`config.mk`:
```
export PLATFORM = sky130hd
export DESIGN_NAME = rf_access_ctrl
export DESIGN_NICKNAME = d
export VERILOG_FILES = /design/src/rtl/rf_access_ctrl.sv
export SDC_FILE = /design/constraint.sdc
export NUM_CORES = 1
export LEC_CHECK = 0
export CORE_AREA = 2 2 137 139
export CTS_BUF_LIST = sky130_fd_sc_hd__clkbuf_8
export DETAILED_ROUTE_END_ITERATION = 8
export DIE_AREA = 0 0 139 141
export GPL_TIMING_DRIVEN = 0
export PLACE_DENSITY_LB_ADDON = 0.15
export SLEW_MARGIN = 10
export SYNTH_ARGS = -nofsm -noshare
export SYNTH_HDL_FRONTEND = slang
export SYNTH_SLANG_ARGS = --single-unit
```
`constraint.sdc`:
```
create_clock -name clk -period 12.4 [get_ports clk]
set_input_delay 1.86 -clock clk [delete_from_list [all_inputs] [get_ports clk]]
set_output_delay 1.86 -clock clk [all_outputs]
set_load 0.03 [all_outputs]
```
`src/rtl/rf_access_ctrl.sv`:
```
// Access controller in front of reg_bank: queues writebacks in a pending-write FIFO and
// schedules operand reads against FIFO drains. Define RF_ACCESS_FWD_EN to forward instead of stall.
module rf_access_ctrl #(
    parameter int unsigned DEPTH = 4,
    parameter int unsigned DW    = 32
) (
    input  logic          clk,
    input  logic          rstn,
    input  logic          wb_valid,
    output logic          wb_ready,
    input  logic [4:0]    wb_rd,
    input  logic [DW-1:0] wb_data,
    input  logic          rd_valid,
    output logic          rd_ready,
    input  logic [4:0]    rs1,
    input  logic [4:0]    rs2,
    output logic          rsp_valid,
    output logic [DW-1:0] rsp_a,
    output logic [DW-1:0] rsp_b,
    output logic          reg_wen,
    output logic [4:0]    addr_a,
    output logic [4:0]    addr_b,
    output logic [DW-1:0] data_i,
    input  logic [DW-1:0] data_o_a,
    input  logic [DW-1:0] data_o_b
);

    localparam int unsigned PW = (DEPTH > 1) ? $clog2(DEPTH) : 1;
    localparam int unsigned CW = $clog2(DEPTH) + 1;
    localparam logic [CW-1:0] DepthC = CW'(DEPTH);

    logic [4:0]    fifo_rd_q   [DEPTH];
    logic [DW-1:0] fifo_data_q [DEPTH];
    logic [PW-1:0] wptr_q, wptr_d, rptr_q, rptr_d;
    logic [CW-1:0] count_q, count_d;
    logic          rsp_valid_q, rsp_valid_d;
    logic [DW-1:0] rsp_a_q, rsp_a_d, rsp_b_q, rsp_b_d;

    logic          full, push, pop, rd_go, stall;
    logic [DW-1:0] opnd_a, opnd_b;

    assign wb_ready = rstn && (count_q < DepthC);
    assign push     = wb_valid && wb_ready && (wb_rd != 5'd0);
    assign full     = (count_q == DepthC);

`ifdef RF_ACCESS_FWD_EN
    // Newest value wins: same-cycle writeback, then youngest queued entry, then the bank.
    function automatic logic [DW-1:0] fwd_operand(input logic [4:0] rs, input logic [DW-1:0] bank);
        logic [DW-1:0] val;
        logic [PW-1:0] idx;
        val = bank;
        for (int unsigned i = 0; i < DEPTH; i++) begin
            idx = rptr_q + PW'(i);
            if ((CW'(i) < count_q) && (fifo_rd_q[idx] == rs)) val = fifo_data_q[idx];
        end
        if (push && (wb_rd == rs)) val = wb_data;
        if (rs == 5'd0) val = '0;
        return val;
    endfunction

    always_comb begin
        stall  = 1'b0;
        opnd_a = fwd_operand(rs1, data_o_a);
        opnd_b = fwd_operand(rs2, data_o_b);
    end
`else
    function automatic logic pending_hit(input logic [4:0] rs);
        logic          hit;
        logic [PW-1:0] idx;
        hit = 1'b0;
        for (int unsigned i = 0; i < DEPTH; i++) begin
            idx = rptr_q + PW'(i);
            if ((CW'(i) < count_q) && (fifo_rd_q[idx] == rs)) hit = 1'b1;
        end
        if (push && (wb_rd == rs)) hit = 1'b1;
        return hit && (rs != 5'd0);
    endfunction

    always_comb begin
        stall  = pending_hit(rs1) || pending_hit(rs2);
        opnd_a = (rs1 == 5'd0) ? '0 : data_o_a;
        opnd_b = (rs2 == 5'd0) ? '0 : data_o_b;
    end
`endif

    always_comb begin
        rd_ready    = rstn && !full && !stall;
        rd_go       = rd_valid && rd_ready;
        pop         = rstn && !rd_go && (count_q != '0);
        reg_wen     = 1'b1;
        addr_a      = 5'd0;
        addr_b      = 5'd0;
        data_i      = '0;
        if (rd_go) begin
            addr_a = rs1;
            addr_b = rs2;
        end else if (pop) begin
            reg_wen = 1'b0;
            addr_a  = fifo_rd_q[rptr_q];
            data_i  = fifo_data_q[rptr_q];
        end
        wptr_d = wptr_q + PW'(push);
        rptr_d = rptr_q + PW'(pop);
        case ({push, pop})
            2'b10:   count_d = count_q + CW'(1);
            2'b01:   count_d = count_q - CW'(1);
            default: count_d = count_q;
        endcase
        rsp_valid_d = rd_go;
        rsp_a_d     = rd_go ? opnd_a : rsp_a_q;
        rsp_b_d     = rd_go ? opnd_b : rsp_b_q;
    end

    always_ff @(posedge clk) begin
        if (!rstn) begin
            wptr_q      <= '0;
            rptr_q      <= '0;
            count_q     <= '0;
            rsp_valid_q <= 1'b0;
            rsp_a_q     <= '0;
            rsp_b_q     <= '0;
        end else begin
            wptr_q      <= wptr_d;
            rptr_q      <= rptr_d;
            count_q     <= count_d;
            rsp_valid_q <= rsp_valid_d;
            rsp_a_q     <= rsp_a_d;
            rsp_b_q     <= rsp_b_d;
        end
    end

    // Storage needs no reset; occupancy is tracked by count_q.
    always_ff @(posedge clk) begin
        if (push) begin
            fifo_rd_q[wptr_q]   <= wb_rd;
            fifo_data_q[wptr_q] <= wb_data;
        end
    end

    assign rsp_valid = rsp_valid_q;
    assign rsp_a     = rsp_a_q;
    assign rsp_b     = rsp_b_q;

endmodule

```
==> results.yml, run 1 <==
yosys:
  synth_common_cells: "edfxtp_1, nand2_1, mux2i_1"
  synth.distinct_cells: 52
  synth_top_cell_by_area: "edfxtp_1"
  ys.flop_type: "edfxtp_1"
  yosys_warnings: 0
  syn_nets: 859
  async_flop_share_pct: 0
  ys_ff_latch: 220
  synth_edf_count: 148
  synth_top_family_by_area: "multiplexers"
  ys_seq_area_share_pct: 57.75
  synth.top_cell.area_share_pct: 43.61
  yosys.area_share.simple_pct: 10.67
  synth_xor_area_share_pct: 5.242
  synth.cell_area_um2: 10190
  synth.mux.area_fraction_pct: 19.86
  synthAdderAreaFrac_pct: 0.8594
  synth_compound_area_share_pct: 1.915
  synth_most_common_cell: "edfxtp_1"
  syn_avg_cell_area_um2: 13.83
  syn_inst: 737
  synth.top_cells.by_area: "edfxtp_1, dfxtp_1, mux4_2"
power:
  p_leak_nw: 4.809
  powerDensity_nw_per_um2: 146.3
  peakVddDrop_mv: 0.1689
layout:
  drive_above_1_share_pct: 15.44
  utilization_pct: 73.75
  nFillCells: 1264
  area_growth_pct: 32.20
  nNetsFinal: 1122
floorplan:
  row_count: 50
  start_util_pct: 55.79
  core_um2: 18270
  die_h_um: 141
  dieArea_um2: 19600
  ioPinCount: 225
  die_x_um: 139
cts:
  cts-root-buf: "clkbuf_8"
  cts_tree: "built"
  cts_made_buffers: 37
  cts_resized: 0
  cts_sinks: 220
  htreeDepth: 2
  clk_latency_ns: 0.53
  post_cts_buffers: 0
  clk_path_buf_depth: 3
  clk_pin_slew_ns: 0.05
  cts_hold_buf: 0
place:
  gp_congestion: 0.9221
  dp_hpwl_um: 17030
  numPortBuffers: 214
worst_hold_path:
  min_path_type: "reg2reg"
setup_path:
  cp_data_arrival_time_ns: 5.75
  cp_slowest_cell: "clkdlybuf4s50_1"
  cpPeakStageDelay_ns: 0.70
  crit_chain: "clkdlybuf4s50_1 > or4_1 > o211ai_2 > inv_2 > nand4_1 > o21a_1 > a31oi_2 > nor4b_2 > buf_6 > buf_2 > mux2i_1 > clkdlybuf4s50_1"
  end_kind: "output pin"
  path_buf_inv: 5
  critPathLaunchType: "input pin"
  worstPathRequired_ns: 10.54
  critPathKind: "in2out"
  cp_top_family: "buffers and inverters"
  path_max_fanout: 10
  timing.critical_path.mode_cell: "clkdlybuf4s50_1"
timing:
  max_slew_margin_pct: 32.29
  hold_violations: 0
  max_freq_mhz: 131.5
  min_period_ns: 7.607
  tns_ns: 0
  period_share_pct: 61.34
  worst_pin_slew_ns: 1.005
  rsz0062_at_grt: "false"
  drv_slew: 0
  setup_viol: 0
  clock_skew_ns: 0.01659
global_routing:
  grt_pass1_wl_um: 37270
  grt_pass1_vias: 6818
  antenna_found_initial: 1
  grt.total_usage_pct: 24.29
  grt_max_degree: 22
  overflow: 0
route:
  ant_nets: 0
  post_drt_wl_per_cell_um: 19.11
  via_per_inst: 5.396
  vias: 6788
  drt_iter0_drc: 309
  first_pass_iters: 4
  drc: 0
  totalWireLength_um: 24040
run:
  cap_viol_max_count: 0
status:
  status: "complete, no violations"
-- per-layer routing --
metal  GRT usage [%]  routed length [µm]  up-vias
li1                -                   -     3217
met3           6.454                1657       45
met2           39.95               11370      251
met5               0                   0        -
met1           32.22               10480     3275
met4           7.018                 532        0
-- power by group --
group / leakage (nW) / internal [W] / switching [W]
clock network: 0.406 / 0.000328 / 0.000280
registers: 1.94 / 0.000825 / 0.0000209
logic: 2.46 / 0.000243 / 0.000275
-- state kept, by name, summed over array words and instances (netlist names) --
name         count
fifo_data_q    128
rsp_a           32
rsp_b           32
fifo_rd_q       20
count_q          3
rptr_q           2
wptr_q           2
rsp_valid        1
-- stage by stage --
step | cells | setup slack [ns] | area [µm²] | power, W | hold WS (ns)
finish | 1258 | 4.793 | 13470 | 0.001972 | 0.4558
floorplan | 737 | 6.052 | 10190 | 0.001190 | 0.5730
detailed placement | 1195 | 4.783 | 12770 | 0.001380 | 0.4475
CTS | 1257 | 4.782 | 13470 | 0.001990 | 0.4547
global placement | 1185 | 4.183 | 12630 | 0.001373 | 0.4420
global route | 1257 | 4.589 | 13470 | 0.002055 | 0.4622
-- final timing paths --
| path | startpoint | endpoint | slack, ns | depth (start not counted) |
|---|---|---|---|---|
| worst max-delay path | wb_rd[1] | addr_a[3] | 4.79 | 12 |
| worst min-delay path | rsp_a[4] | rsp_a[4] | 0.46 | 2 |
| worst max register to register | rptr_q[0] | count_q[2] | 8.71 | 15 |
| worst min register to register | rsp_a[4] | rsp_a[4] | 0.46 | 2 |
-- final cells by class --
class                   instances  area [µm²]  share of cell area, %
clock inverters                17       83.83                 0.6222
flip-flops and latches        220        5886                  43.69
multi-input cells             453        3948                  29.30
plain buffers                  54       336.6                  2.498
clock buffers                  45       619.3                  4.597
repair buffers                224        2265                  16.81
well taps                     234       292.8                  2.173
inverters                      10       40.04                 0.2972
diodes                          1       2.502                0.01857
-- cell families after synthesis --
family	after synthesis
buffers and inverters	64
xor gates and xnor gates	61
and+or+nand+nor	217
adders and majority gates	7
muxes	141
AOI/OAI and AO/OA	27
DFF	220
-- tightest hold or removal path, delay by kind of cell (launching register included) --
| kind | cells | cell delay (ns) |
|---|---|---|
| flip-flops | 1 | 0.31 |
| multiplexers | 1 | 0.05 |
| AND/OR/NAND/NOR | 1 | 0.05 |
-- placed cells by master, fill, tap and decap left out, types with 5 or more instances in the layout --
cell and count:
buf_2 11, nor3b_2 11, buf_6 17, mux2i_1 89, nand2_1 137, clkdlybuf4s50_1 214
o21ai_0 6, xor2_1 17, nor3_1 9, nand4_1 5, inv_1 20, dfxtp_1 72
ha_1 7, o211ai_1 5, nor2_1 6, nor3b_1 22, clkbuf_8 45, mux4_2 43
and2_1 12, clkbuf_1 27, xnor2_1 44, edfxtp_1 148
No activity file was read; power rests on OpenSTA's default activity.
==> run 2: changes to the inputs <==
--- a/config.mk
+++ b/config.mk
@@ -5,10 +5,10 @@
 export SDC_FILE = /design/constraint.sdc
 export NUM_CORES = 1
 export LEC_CHECK = 0
-export CORE_AREA = 2 2 137 139
+export CORE_AREA = 2 2 142 144
 export CTS_BUF_LIST = sky130_fd_sc_hd__clkbuf_8
 export DETAILED_ROUTE_END_ITERATION = 8
-export DIE_AREA = 0 0 139 141
+export DIE_AREA = 0 0 144 146
 export GPL_TIMING_DRIVEN = 0
 export PLACE_DENSITY_LB_ADDON = 0.15
 export SLEW_MARGIN = 10
==> constraint.sdc (replaced) <==
create_clock -name clk -period 7.9 [get_ports clk]
set_input_delay 1.185 -clock clk [delete_from_list [all_inputs] [get_ports clk]]
set_output_delay 1.185 -clock clk [all_outputs]
set_load 0.03 [all_outputs]
==> results.yml, run 2 (synthesis results as in run 1) <==
setup_path:
  end_kind: "output pin"
  critPathLaunchType: "input pin"
  cp_data_arrival_time_ns: 5.13
  path_max_fanout: 10
  critPathKind: "in2out"
  worstPathRequired_ns: 6.71
layout:
  final_common_cell: "clkdlybuf4s50_1"
  n_antenna_cell: 0
  largest_reg_flops: 128
  regMostFlops: "fifo_data_q"
  utilization_pct: 70.22
  nNetsFinal: 1123
  mostFrequentLayoutCells: "clkdlybuf4s50_1, edfxtp_1, nand2_1, mux2i_1, dfxtp_1"
  drive_above_1_share_pct: 15.45
  multiInputGateArea_um2: 3948
  area_growth_pct: 33.22
  design_area_um2: 13580
  nFillCells: 1431
  regArea_um2: 5886
timing:
  worst_pin_slew_ns: 1.025
  min_period_ns: 6.316
  setup_viol: 0
  max_freq_mhz: 158.3
  hold_violations: 0
  tns_ns: 0
  rsz0062_at_grt: "false"
  period_share_pct: 79.95
  clock_skew_ns: 0.01449
  drv_slew: 0
  max_slew_margin_pct: 30.96
global_routing:
  grt.total_usage_pct: 23.38
  antenna_found_initial: 0
  overflow: 0
  grt_pass1_wl_um: 37970
  grt_max_degree: 22
  grt_pass1_vias: 6878
cts:
  cts_tree: "built"
  clk_pin_slew_ns: 0.05
  cts_hold_buf: 0
  cts_sinks: 220
  cts-root-buf: "clkbuf_8"
  post_cts_buffers: 0
  htreeDepth: 2
  clk_latency_ns: 0.53
  cts_resized: 0
  clk_path_buf_depth: 3
  cts_made_buffers: 38
floorplan:
  start_util_pct: 52.71
  die_h_um: 146
  dieArea_um2: 21020
  core_um2: 19330
  die_x_um: 144
  row_count: 51
  ioPinCount: 225
power:
  p_leak_nw: 4.829
  internal_power_w: 0.002243
  power_frac_comb_pct: 25.7
  switching_share_pct: 28.91
  powerDensity_nw_per_um2: 232.4
  peakVddDrop_mv: 0.1930
  p_sw_w: 0.0009122
  pwr-share-clk_pct: 32.2
  seq_power_share_pct: 42.1
  p_total_w: 0.003155
route:
  first_pass_iters: 5
  vias: 6814
  post_drt_wl_per_cell_um: 18.99
  drt_iter0_drc: 334
  via_per_inst: 5.266
  ant_nets: 0
  totalWireLength_um: 24570
  drc: 0
place:
  numPortBuffers: 214
  gp_congestion: 0.9031
  placed_cell_area_um2: 12820
  dp_hpwl_um: 17550
run:
  cap_viol_max_count: 0
worst_hold_path:
  min_path_type: "reg2reg"
status:
  status: "complete, no violations"
-- run 2: changes by cell type in the layout (fill, tap and decap cells not counted), sizes merged --
cell and delta:
bufinv +2, clkbuf -2, clkinv +3, clkinvlp +2, diode -1, inv +1
-- run 2: final timing paths --
path	to	slack, ns	from	depth (start not counted)
hold / removal	rsp_b[29]	0.45	rsp_b[29]	2
hold reg to reg	rsp_b[29]	0.45	rsp_b[29]	2
setup reg to reg	count_q[2]	4.15	rptr_q[0]	15
setup / recovery	addr_a[3]	1.58	wb_rd[1]	12
-- run 2: layout make-up --
class | count | area share (%)
buffer | 54 | 2.479
clock buffer | 43 | 4.359
clock inverter | 25 | 1.235
inverter | 10 | 0.2949
multi-input combinational | 453 | 29.08
sequential | 220 | 43.35
tap | 265 | 2.442
timing repair buffer | 224 | 16.76
-- run 2: per-stage QoR --
step / hold WS, ns / setup slack, ns / instances
floorplan: 0.5730 / 2.441 / 737
global placement: 0.4414 / 0.3161 / 1216
detailed placement: 0.4460 / 1.546 / 1226
CTS: 0.4561 / 1.538 / 1294
global route: 0.4738 / 1.408 / 1294
finish: 0.4530 / 1.584 / 1294
-- run 2: power by group through the flow --
stage	clock network, W	registers (W)	logic (W)
6_report	0.00102	0.00133	0.000811
4_1_cts	0.00104	0.00133	0.000821
3_3_place_gp	0	0.00135	0.000806
5_1_grt	0.00109	0.00134	0.000869
2_1_floorplan	0	0.00142	0.000444
3_5_place_dp	0	0.00135	0.000819
-- run 2: worst max-delay path, stage by stage --
cell             delay, ns
clkdlybuf4s50_1       0.63
or4_1                 0.62
o211ai_2              0.39
inv_2                 0.12
nand4_1               0.09
o21a_1                0.15
a31oi_2               0.12
nor4b_2               0.32
buf_6                 0.22
buf_2                 0.31
mux2i_1               0.25
clkdlybuf4s50_1       0.70
-- run 2: routing by layer --
layer / vias to the layer above / track usage [%] / wire (µm)
li1: 3224 / - / -
met1: 3302 / 30.20 / 10200
met2: 258 / 39.00 / 12010
met3: 30 / 6.417 / 2009
met4: 0 / 6.225 / 348
met5: - / 0 / 0
